## config.mk

```make
export PLATFORM = sky130hd
export DESIGN_NAME = aes_enc_sched_flat
export DESIGN_NICKNAME = d
export VERILOG_FILES = /design/src/rtl/aes_pkg.sv /design/src/rtl/aes_enc_sched_if.sv /design/src/rtl/aes_out_fifo.sv /design/src/rtl/aes_enc_sched.sv /design/src/flat_wrapper.sv
export SDC_FILE = /design/constraint.sdc
export NUM_CORES = 2
export LEC_CHECK = 0
export ABC_AREA = 1
export BUFFER_PORTS_ARGS = -buffer_cell sky130_fd_sc_hd__buf_2
export CAP_MARGIN = 20
export CORE_ASPECT_RATIO = 2
export CORE_MARGIN = 1.5
export CORE_UTILIZATION = 56
export CTS_BUF_LIST = sky130_fd_sc_hd__clkbuf_2 sky130_fd_sc_hd__clkbuf_4 sky130_fd_sc_hd__clkbuf_8
export DETAILED_ROUTE_END_ITERATION = 8
export HOLD_SLACK_MARGIN = 0.06
export PLACE_DENSITY = 0.78
export SLEW_MARGIN = 15
export SYNTH_ARGS = -nofsm -noshare
export SYNTH_HDL_FRONTEND = slang
export SYNTH_SLANG_ARGS = --single-unit
```

## constraint.sdc

```tcl
create_clock -name clk -period 6.6 [get_ports clk]
set_input_delay 0 -clock clk [delete_from_list [all_inputs] [get_ports clk]]
set_output_delay 0 -clock clk [all_outputs]
set_load 0.005 [all_outputs]
```

## src/rtl/aes_pkg.sv

```systemverilog
// Shared constants and the sequencer state type for the AES-128 encrypt scheduler.
package aes_pkg;
    localparam int AES_BLOCK_W  = 128;
    localparam int AES_PIPE_LAT = 11;
    localparam int AES_KEY_LAT  = 12;

    typedef enum logic [1:0] {
        NOKEY  = 2'd0,
        KEYEXP = 2'd1,
        READY  = 2'd2,
        DRAIN  = 2'd3
    } sched_state_t;
endpackage

```

## src/rtl/aes_enc_sched_if.sv

```systemverilog
// Host-side key / plaintext / ciphertext handshakes of the AES scheduler.
interface aes_enc_sched_if import aes_pkg::*; #(
    parameter int BLOCK_W = AES_BLOCK_W,
    parameter int TAG_W   = 4
);
    logic               key_valid;
    logic               key_ready;
    logic [BLOCK_W-1:0] key_in;
    logic               in_valid;
    logic               in_ready;
    logic [BLOCK_W-1:0] in_data;
    logic [TAG_W-1:0]   in_tag;
    logic               out_valid;
    logic               out_ready;
    logic [BLOCK_W-1:0] out_data;
    logic [TAG_W-1:0]   out_tag;

    modport master (
        output key_valid, key_in, in_valid, in_data, in_tag, out_ready,
        input  key_ready, in_ready, out_valid, out_data, out_tag
    );
    modport slave (
        input  key_valid, key_in, in_valid, in_data, in_tag, out_ready,
        output key_ready, in_ready, out_valid, out_data, out_tag
    );
endinterface

```

## src/rtl/aes_out_fifo.sv

```systemverilog
// First-word-fall-through FIFO; push and pop may coincide at any occupancy.
module aes_out_fifo #(
    parameter int WIDTH = 132,
    parameter int DEPTH = 16
) (
    input  logic                       clk,
    input  logic                       rst,
    input  logic                       push,
    input  logic [WIDTH-1:0]           wdata,
    input  logic                       pop,
    output logic [WIDTH-1:0]           rdata,
    output logic                       full,
    output logic                       empty,
    output logic [$clog2(DEPTH+1)-1:0] count
);
    localparam int AW = $clog2(DEPTH);
    localparam int CW = $clog2(DEPTH+1);

    logic [WIDTH-1:0] mem [DEPTH];
    logic [AW-1:0]    wr_ptr, rd_ptr;
    logic             do_pop;

    // A pop on an empty FIFO is ignored so an empty+push cycle is a plain write.
    assign do_pop = pop && !empty;
    assign empty  = (count == '0);
    assign full   = (count == CW'(DEPTH));
    assign rdata  = mem[rd_ptr];

    // Storage array; no reset needed, occupancy is tracked by count.
    always_ff @(posedge clk) begin
        if (push) mem[wr_ptr] <= wdata;
    end

    // Pointers and occupancy.
    always_ff @(posedge clk) begin
        if (!rst) begin
            wr_ptr <= '0;
            rd_ptr <= '0;
            count  <= '0;
        end else begin
            if (push)   wr_ptr <= wr_ptr + 1'b1;
            if (do_pop) rd_ptr <= rd_ptr + 1'b1;
            case ({push, do_pop})
                2'b10:   count <= count + 1'b1;
                2'b01:   count <= count - 1'b1;
                default: ;
            endcase
        end
    end
endmodule

```

## src/rtl/aes_enc_sched.sv

```systemverilog
// Sequencer around the pipelined AES-128 core: key load/expansion timing,
// credit-gated plaintext admission, tag pipe and ciphertext output FIFO.
// FIFO_DEPTH must be a power of two and at least PIPE_LAT.
module aes_enc_sched import aes_pkg::*; #(
    parameter int BLOCK_W    = AES_BLOCK_W,
    parameter int TAG_W      = 4,
    parameter int PIPE_LAT   = AES_PIPE_LAT,
    parameter int KEY_LAT    = AES_KEY_LAT,
    parameter int FIFO_DEPTH = 16
) (
    input  logic               clk,
    input  logic               rst,
    aes_enc_sched_if.slave     host,
    output logic [BLOCK_W-1:0] core_key,
    output logic               core_fsm_en,
    output logic               core_enable,
    output logic [BLOCK_W-1:0] core_in,
    input  logic [BLOCK_W-1:0] core_out,
    output logic               busy
);
    localparam int CW = $clog2(FIFO_DEPTH+1);
    localparam int KW = $clog2(KEY_LAT);

    sched_state_t                   state, state_nx;
    logic [KW-1:0]                  kc;
    logic [CW-1:0]                  pipe_cnt, fifo_cnt;
    logic                           credit_ok, key_load;
    logic [PIPE_LAT-1:0]            vld_pipe;
    logic [PIPE_LAT-1:0][TAG_W-1:0] tag_pipe;
    logic                           fifo_push, fifo_pop, fifo_full, fifo_empty;
    logic [BLOCK_W+TAG_W-1:0]       fifo_rdata;

    // Every block in the pipe already owns a FIFO slot, so the core never
    // needs to stall. Registered counts only: a same-cycle pop is not credited.
    assign credit_ok = ({1'b0, pipe_cnt} + {1'b0, fifo_cnt}) < (CW+1)'(FIFO_DEPTH);
    assign key_load  = host.key_valid && host.key_ready;

    // Next state and handshake readies; key_valid blocks admission so a
    // pending rekey can drain the pipe.
    always_comb begin
        state_nx       = state;
        host.key_ready = 1'b0;
        host.in_ready  = 1'b0;
        core_fsm_en    = 1'b0;
        case (state)
            NOKEY: begin
                host.key_ready = 1'b1;
                if (host.key_valid) state_nx = KEYEXP;
            end
            KEYEXP: begin
                core_fsm_en = 1'b1;
                if (kc == KW'(KEY_LAT-1)) state_nx = READY;
            end
            READY: begin
                host.key_ready = (pipe_cnt == '0);
                host.in_ready  = credit_ok && !host.key_valid;
                if (host.key_valid) state_nx = (pipe_cnt == '0) ? KEYEXP : DRAIN;
            end
            DRAIN: begin
                host.key_ready = (pipe_cnt == '0);
                if (!host.key_valid)      state_nx = READY;
                else if (pipe_cnt == '0)  state_nx = KEYEXP;
            end
            default: state_nx = NOKEY;
        endcase
    end

    // State, key register and expansion counter. The key only loads when the
    // pipe is empty, so in-flight blocks always finish under the old key.
    always_ff @(posedge clk) begin
        if (!rst) begin
            state    <= NOKEY;
            kc       <= '0;
            core_key <= '0;
        end else begin
            state <= state_nx;
            if (key_load) begin
                core_key <= host.key_in;
                kc       <= '0;
            end else if (state == KEYEXP) begin
                kc <= kc + 1'b1;
            end
        end
    end

    assign core_enable = host.in_valid && host.in_ready;
    assign core_in     = host.in_data;

    // Tag/valid pipe mirroring the core latency, plus in-flight count.
    always_ff @(posedge clk) begin
        if (!rst) begin
            vld_pipe <= '0;
            tag_pipe <= '0;
            pipe_cnt <= '0;
        end else begin
            vld_pipe <= {vld_pipe[PIPE_LAT-2:0], core_enable};
            tag_pipe <= {tag_pipe[PIPE_LAT-2:0], host.in_tag};
            case ({core_enable, vld_pipe[PIPE_LAT-1]})
                2'b10:   pipe_cnt <= pipe_cnt + 1'b1;
                2'b01:   pipe_cnt <= pipe_cnt - 1'b1;
                default: ;
            endcase
        end
    end

    assign fifo_push = vld_pipe[PIPE_LAT-1];
    assign fifo_pop  = host.out_ready && !fifo_empty;

    aes_out_fifo #(.WIDTH(BLOCK_W+TAG_W), .DEPTH(FIFO_DEPTH)) u_fifo (
        .clk   (clk),
        .rst   (rst),
        .push  (fifo_push),
        .wdata ({core_out, tag_pipe[PIPE_LAT-1]}),
        .pop   (fifo_pop),
        .rdata (fifo_rdata),
        .full  (fifo_full),
        .empty (fifo_empty),
        .count (fifo_cnt)
    );

    assign host.out_valid                = !fifo_empty;
    assign {host.out_data, host.out_tag} = fifo_rdata;

    // NOKEY is idle; only key expansion, a pending rekey or live blocks count.
    assign busy = (state == KEYEXP) || (state == DRAIN) || (pipe_cnt != '0);

    // Credits guarantee an exiting block always finds room.
    a_no_overflow: assert property (@(posedge clk) disable iff (!rst)
        !(fifo_push && fifo_full && !fifo_pop));
endmodule

```

## src/flat_wrapper.sv

```systemverilog
// flat-port wrapper written by rule: the top's interface ports become plain ports
module aes_enc_sched_flat import aes_pkg::*;
#(
    parameter int BLOCK_W    = AES_BLOCK_W,
    parameter int TAG_W      = 4,
    parameter int PIPE_LAT   = AES_PIPE_LAT,
    parameter int KEY_LAT    = AES_KEY_LAT,
    parameter int FIFO_DEPTH = 16
)
  (clk, rst, core_key, core_fsm_en, core_enable, core_in, core_out, busy, host_key_valid, host_key_in, host_in_valid, host_in_data, host_in_tag, host_out_ready, host_key_ready, host_in_ready, host_out_valid, host_out_data, host_out_tag);
  aes_enc_sched_if #(.BLOCK_W(BLOCK_W), .TAG_W(TAG_W)) host_i ();
  input  logic clk;
  input  logic rst;
  output logic [BLOCK_W-1:0] core_key;
  output logic core_fsm_en;
  output logic core_enable;
  output logic [BLOCK_W-1:0] core_in;
  input  logic [BLOCK_W-1:0] core_out;
  output logic busy;
  input wire logic [$bits(host_i.key_valid)-1:0] host_key_valid;
  input wire logic [$bits(host_i.key_in)-1:0] host_key_in;
  input wire logic [$bits(host_i.in_valid)-1:0] host_in_valid;
  input wire logic [$bits(host_i.in_data)-1:0] host_in_data;
  input wire logic [$bits(host_i.in_tag)-1:0] host_in_tag;
  input wire logic [$bits(host_i.out_ready)-1:0] host_out_ready;
  output wire logic [$bits(host_i.key_ready)-1:0] host_key_ready;
  output wire logic [$bits(host_i.in_ready)-1:0] host_in_ready;
  output wire logic [$bits(host_i.out_valid)-1:0] host_out_valid;
  output wire logic [$bits(host_i.out_data)-1:0] host_out_data;
  output wire logic [$bits(host_i.out_tag)-1:0] host_out_tag;
  assign host_i.key_valid = host_key_valid;
  assign host_i.key_in = host_key_in;
  assign host_i.in_valid = host_in_valid;
  assign host_i.in_data = host_in_data;
  assign host_i.in_tag = host_in_tag;
  assign host_i.out_ready = host_out_ready;
  assign host_key_ready = host_i.key_ready;
  assign host_in_ready = host_i.in_ready;
  assign host_out_valid = host_i.out_valid;
  assign host_out_data = host_i.out_data;
  assign host_out_tag = host_i.out_tag;
  aes_enc_sched #(.BLOCK_W(BLOCK_W), .TAG_W(TAG_W), .PIPE_LAT(PIPE_LAT), .KEY_LAT(KEY_LAT), .FIFO_DEPTH(FIFO_DEPTH)) u_core (.clk(clk), .rst(rst), .host(host_i), .core_key(core_key), .core_fsm_en(core_fsm_en), .core_enable(core_enable), .core_in(core_in), .core_out(core_out), .busy(busy));
endmodule
```

==> reports/metrics.cfg <==
[status]
status=completed

[floorplan]
core_area_mm2=0.168
die_h_um=585
die_area_mm2=0.172
io_pins=787
initial_core_util=0.564
core.rowCount=213
die_w_um=294

[setup_path]
reg2reg_from=u_core.pipe_cnt[1]
timing.rr.end=u_core.core_key[11]
rr_worst_depth=10
path_class=flip-flop to output pin
rrSetupSlack_ps=2130
crit_fanout=251
start_kind=flip-flop
crit_required_ps=6600
endpoint_kind=output pin
crit_arrival_ps=4870

[logic_synthesis]
synth.most_common_cell=edfxtp_1
ys_top_cells_by_count=edfxtp_1 (2112), nand2_1 (2064), nand3_1 (1109), nor2_1 (772), inv_1 (678)
synth_edf_count=2112
ys.flop_type=edfxtp_1
syn_nets=8835
synth_seq_area_share=0.713
ys_seq_elements=2323
syn_area_per_cell_um2=11.3
yosysWarnings=0
yosys-top-cells-area=edfxtp_1 (67%), nand2_1 (8.2%), nand3_1 (5.9%)
synth.distinct_cells=27
synth_area_leader_cell=edfxtp_1
syn-cell-area_mm2=0.0948
netlist_instances=8422
synth_top_area_share=0.669
synthArstFlopShare=0

[global_routing]
grt_pass1_wl_um=435000
grt_pass1_vias=68389
grt_max_degree=252
antenna_found_initial=86
overflow=0
grt_usage=0.346

[clock_network]
insertion_delay_ps=970
clk_root_buffer_cell=clkbuf_8
post_cts_buffers=0
clk_path_buf_depth=4
clock_sinks=2323
cts_hold_buf=752
cts_tree=done
post_cts_resized=0
clkTransAtPathRegs_ps=70
cts_buffers=316
htreeDepth=5

[timing]
clock_skew_ps=75.5
final-hold-violation-count=0
slew_viol_final=0
slew-limit-headroom=0.0981
fmax_ghz=0.205
rsz0062_at_grt=no
tightest_slew_ps=1350
period_needed_ps=4870
setup-violations-final=0
timing.final.crit_share=0.739

[routing]
wire_per_inst_um=25.2
drtAntennaViolNets=0
via_per_inst=5.84
drt_iter0_markers=7490
vias=70045
first_pass_iters=8
drt-total-wl_um=302000
drc=0

[power]
power_density_mw_per_mm2=337
ir_worst_vdd_mv=0.381
leakagePower_uw=0.0433
p_total_uw=37700

[final_layout]
final_cells=12000
finalNetCount=9864
fill_cells=11432
drive_above_1_share=0.117
multiInputGateArea_mm2=0.0214
areaGrowthSynthToFinish_pct=18.1
final-seq-area_mm2=0.0677
final_core_util=0.666

[min_path]
hold_class=primary input to flip-flop
min-delay-start=core_out[36]
min_to=u_core.u_fifo.mem[3][40]
holdPathStages=2

[placed_design]
gp_congestion=0.970
port_buffers=530
place_inst=10637
dp_hpwl_um=152000

[job]
maxCapViolations=0

## routing by layer
metal  share of wire  track usage  vias up  wire, um
met4           0.083        0.256       52     25100
li1                -            -    30735         -
met5          0.0010            0        -       316
met3            0.11       0.0995     1106     34700
met2            0.48        0.570     4588    146000
met1            0.32        0.380    33564     95700
## through the flow
step,cell area [um2],hold WS (ps),worst slack [ps],setup TNS [ps]
final,112000,117,1730,0
after global routing,112000,101,1620,0
after CTS,112000,60.2,1850,0
after detailed placement,98000,0.0416,2860,0
after global placement,98000,0.0416,2940,0
after floorplan,94800,80.8,-197,-376890
## worst max path at each step
stage                              end                    start  cells past startpoint
2_1_floorplan  u_core.u_fifo.mem[8][0]  u_core.u_fifo.wr_ptr[1]                      4
3_3_place_gp         host_out_data[58]                flip-flop                      9
3_5_place_dp         host_out_data[58]                flip-flop                      9
4_1_cts              host_out_data[58]                flip-flop                      9
5_1_grt              host_out_data[58]                flip-flop                      9
6_report             host_out_data[58]                flip-flop                      9
## registers in the layout (all words and copies together) (netlist names), 5 cells and up, named ones only
| register | count |
|---|---|
| u_core.u_fifo.count | 5 |
| u_core.vld_pipe | 11 |
| u_core.tag_pipe | 44 |
| u_core.pipe_cnt | 5 |
| u_core.core_key | 128 |
| u_core.u_fifo.mem | 2112 |
## cell families after synthesis
logic type	after synthesis	synth area share
AO/OA/AOI/OAI	650	0.0394
XOR/XNOR	12	0.00111
adder cells (fa/ha/maj)	20	0.00280
buffers and inverters	1324	0.0628
flip-flops	2323	0.713
AND/OR/NAND/NOR	4093	0.181
## cells in the final DEF (no fill, tap or decap), types with 4 or more instances in the layout
| cell | netlist | final |
|---|---|---|
| o21ai_0 | 355 | 355 |
| clkinv_1 | 0 | 63 |
| nor2_1 | 772 | 756 |
| clkinvlp_4 | 0 | 11 |
| edfxtp_1 | 2112 | 2112 |
| clkbuf_8 | 0 | 336 |
| o211ai_1 | 193 | 193 |
| buf_4 | 155 | 46 |
| nand4_1 | 132 | 132 |
| nor2_4 | 1 | 17 |
| inv_1 | 678 | 675 |
| inv_6 | 0 | 6 |
| nand2_1 | 2064 | 2063 |
| a21oi_1 | 101 | 101 |
| inv_8 | 0 | 5 |
| clkinv_2 | 0 | 53 |
| diode_2 | 0 | 45 |
| dfxtp_4 | 0 | 4 |
| and2_1 | 12 | 12 |
| buf_12 | 0 | 28 |
| bufinv_16 | 0 | 16 |
| dfxtp_1 | 211 | 207 |
| buf_2 | 214 | 528 |
| ha_1 | 18 | 18 |
| nand3_1 | 1109 | 1108 |
| xor2_1 | 7 | 7 |
| xnor2_1 | 5 | 5 |
| dlygate4sd3_1 | 0 | 752 |
| clkbuf_4 | 0 | 79 |
## layout make-up
type                            count  area share
Clock buffer                      415      0.0466
Multi-Input combinational cell   4775       0.191
Tap cell                         2257      0.0252
Timing Repair Buffer             1355      0.0990
Sequential cell                  2323       0.604
Inverter                          680      0.0231
Antenna cell                       45     0.00101
Clock inverter                    150      0.0101
## power by group
group          total (uW)  internal (uW)  switching (uW)
clock network       11200           5810            5350
registers           16400          16100             232
logic               10200           3220            6990
total               37700          25200           12600
## critical path, stage by stage, from the launching register on
cell and delay (ps):
dfxtp_4 880, buf_12 450, buf_12 760, nor2_1 130, nor2_1 120, o21ai_0 90, nand3_1 120, nand3_1 80
nand2_1 420, buf_2 210
Note: power is estimated with default switching activity, not from simulation.
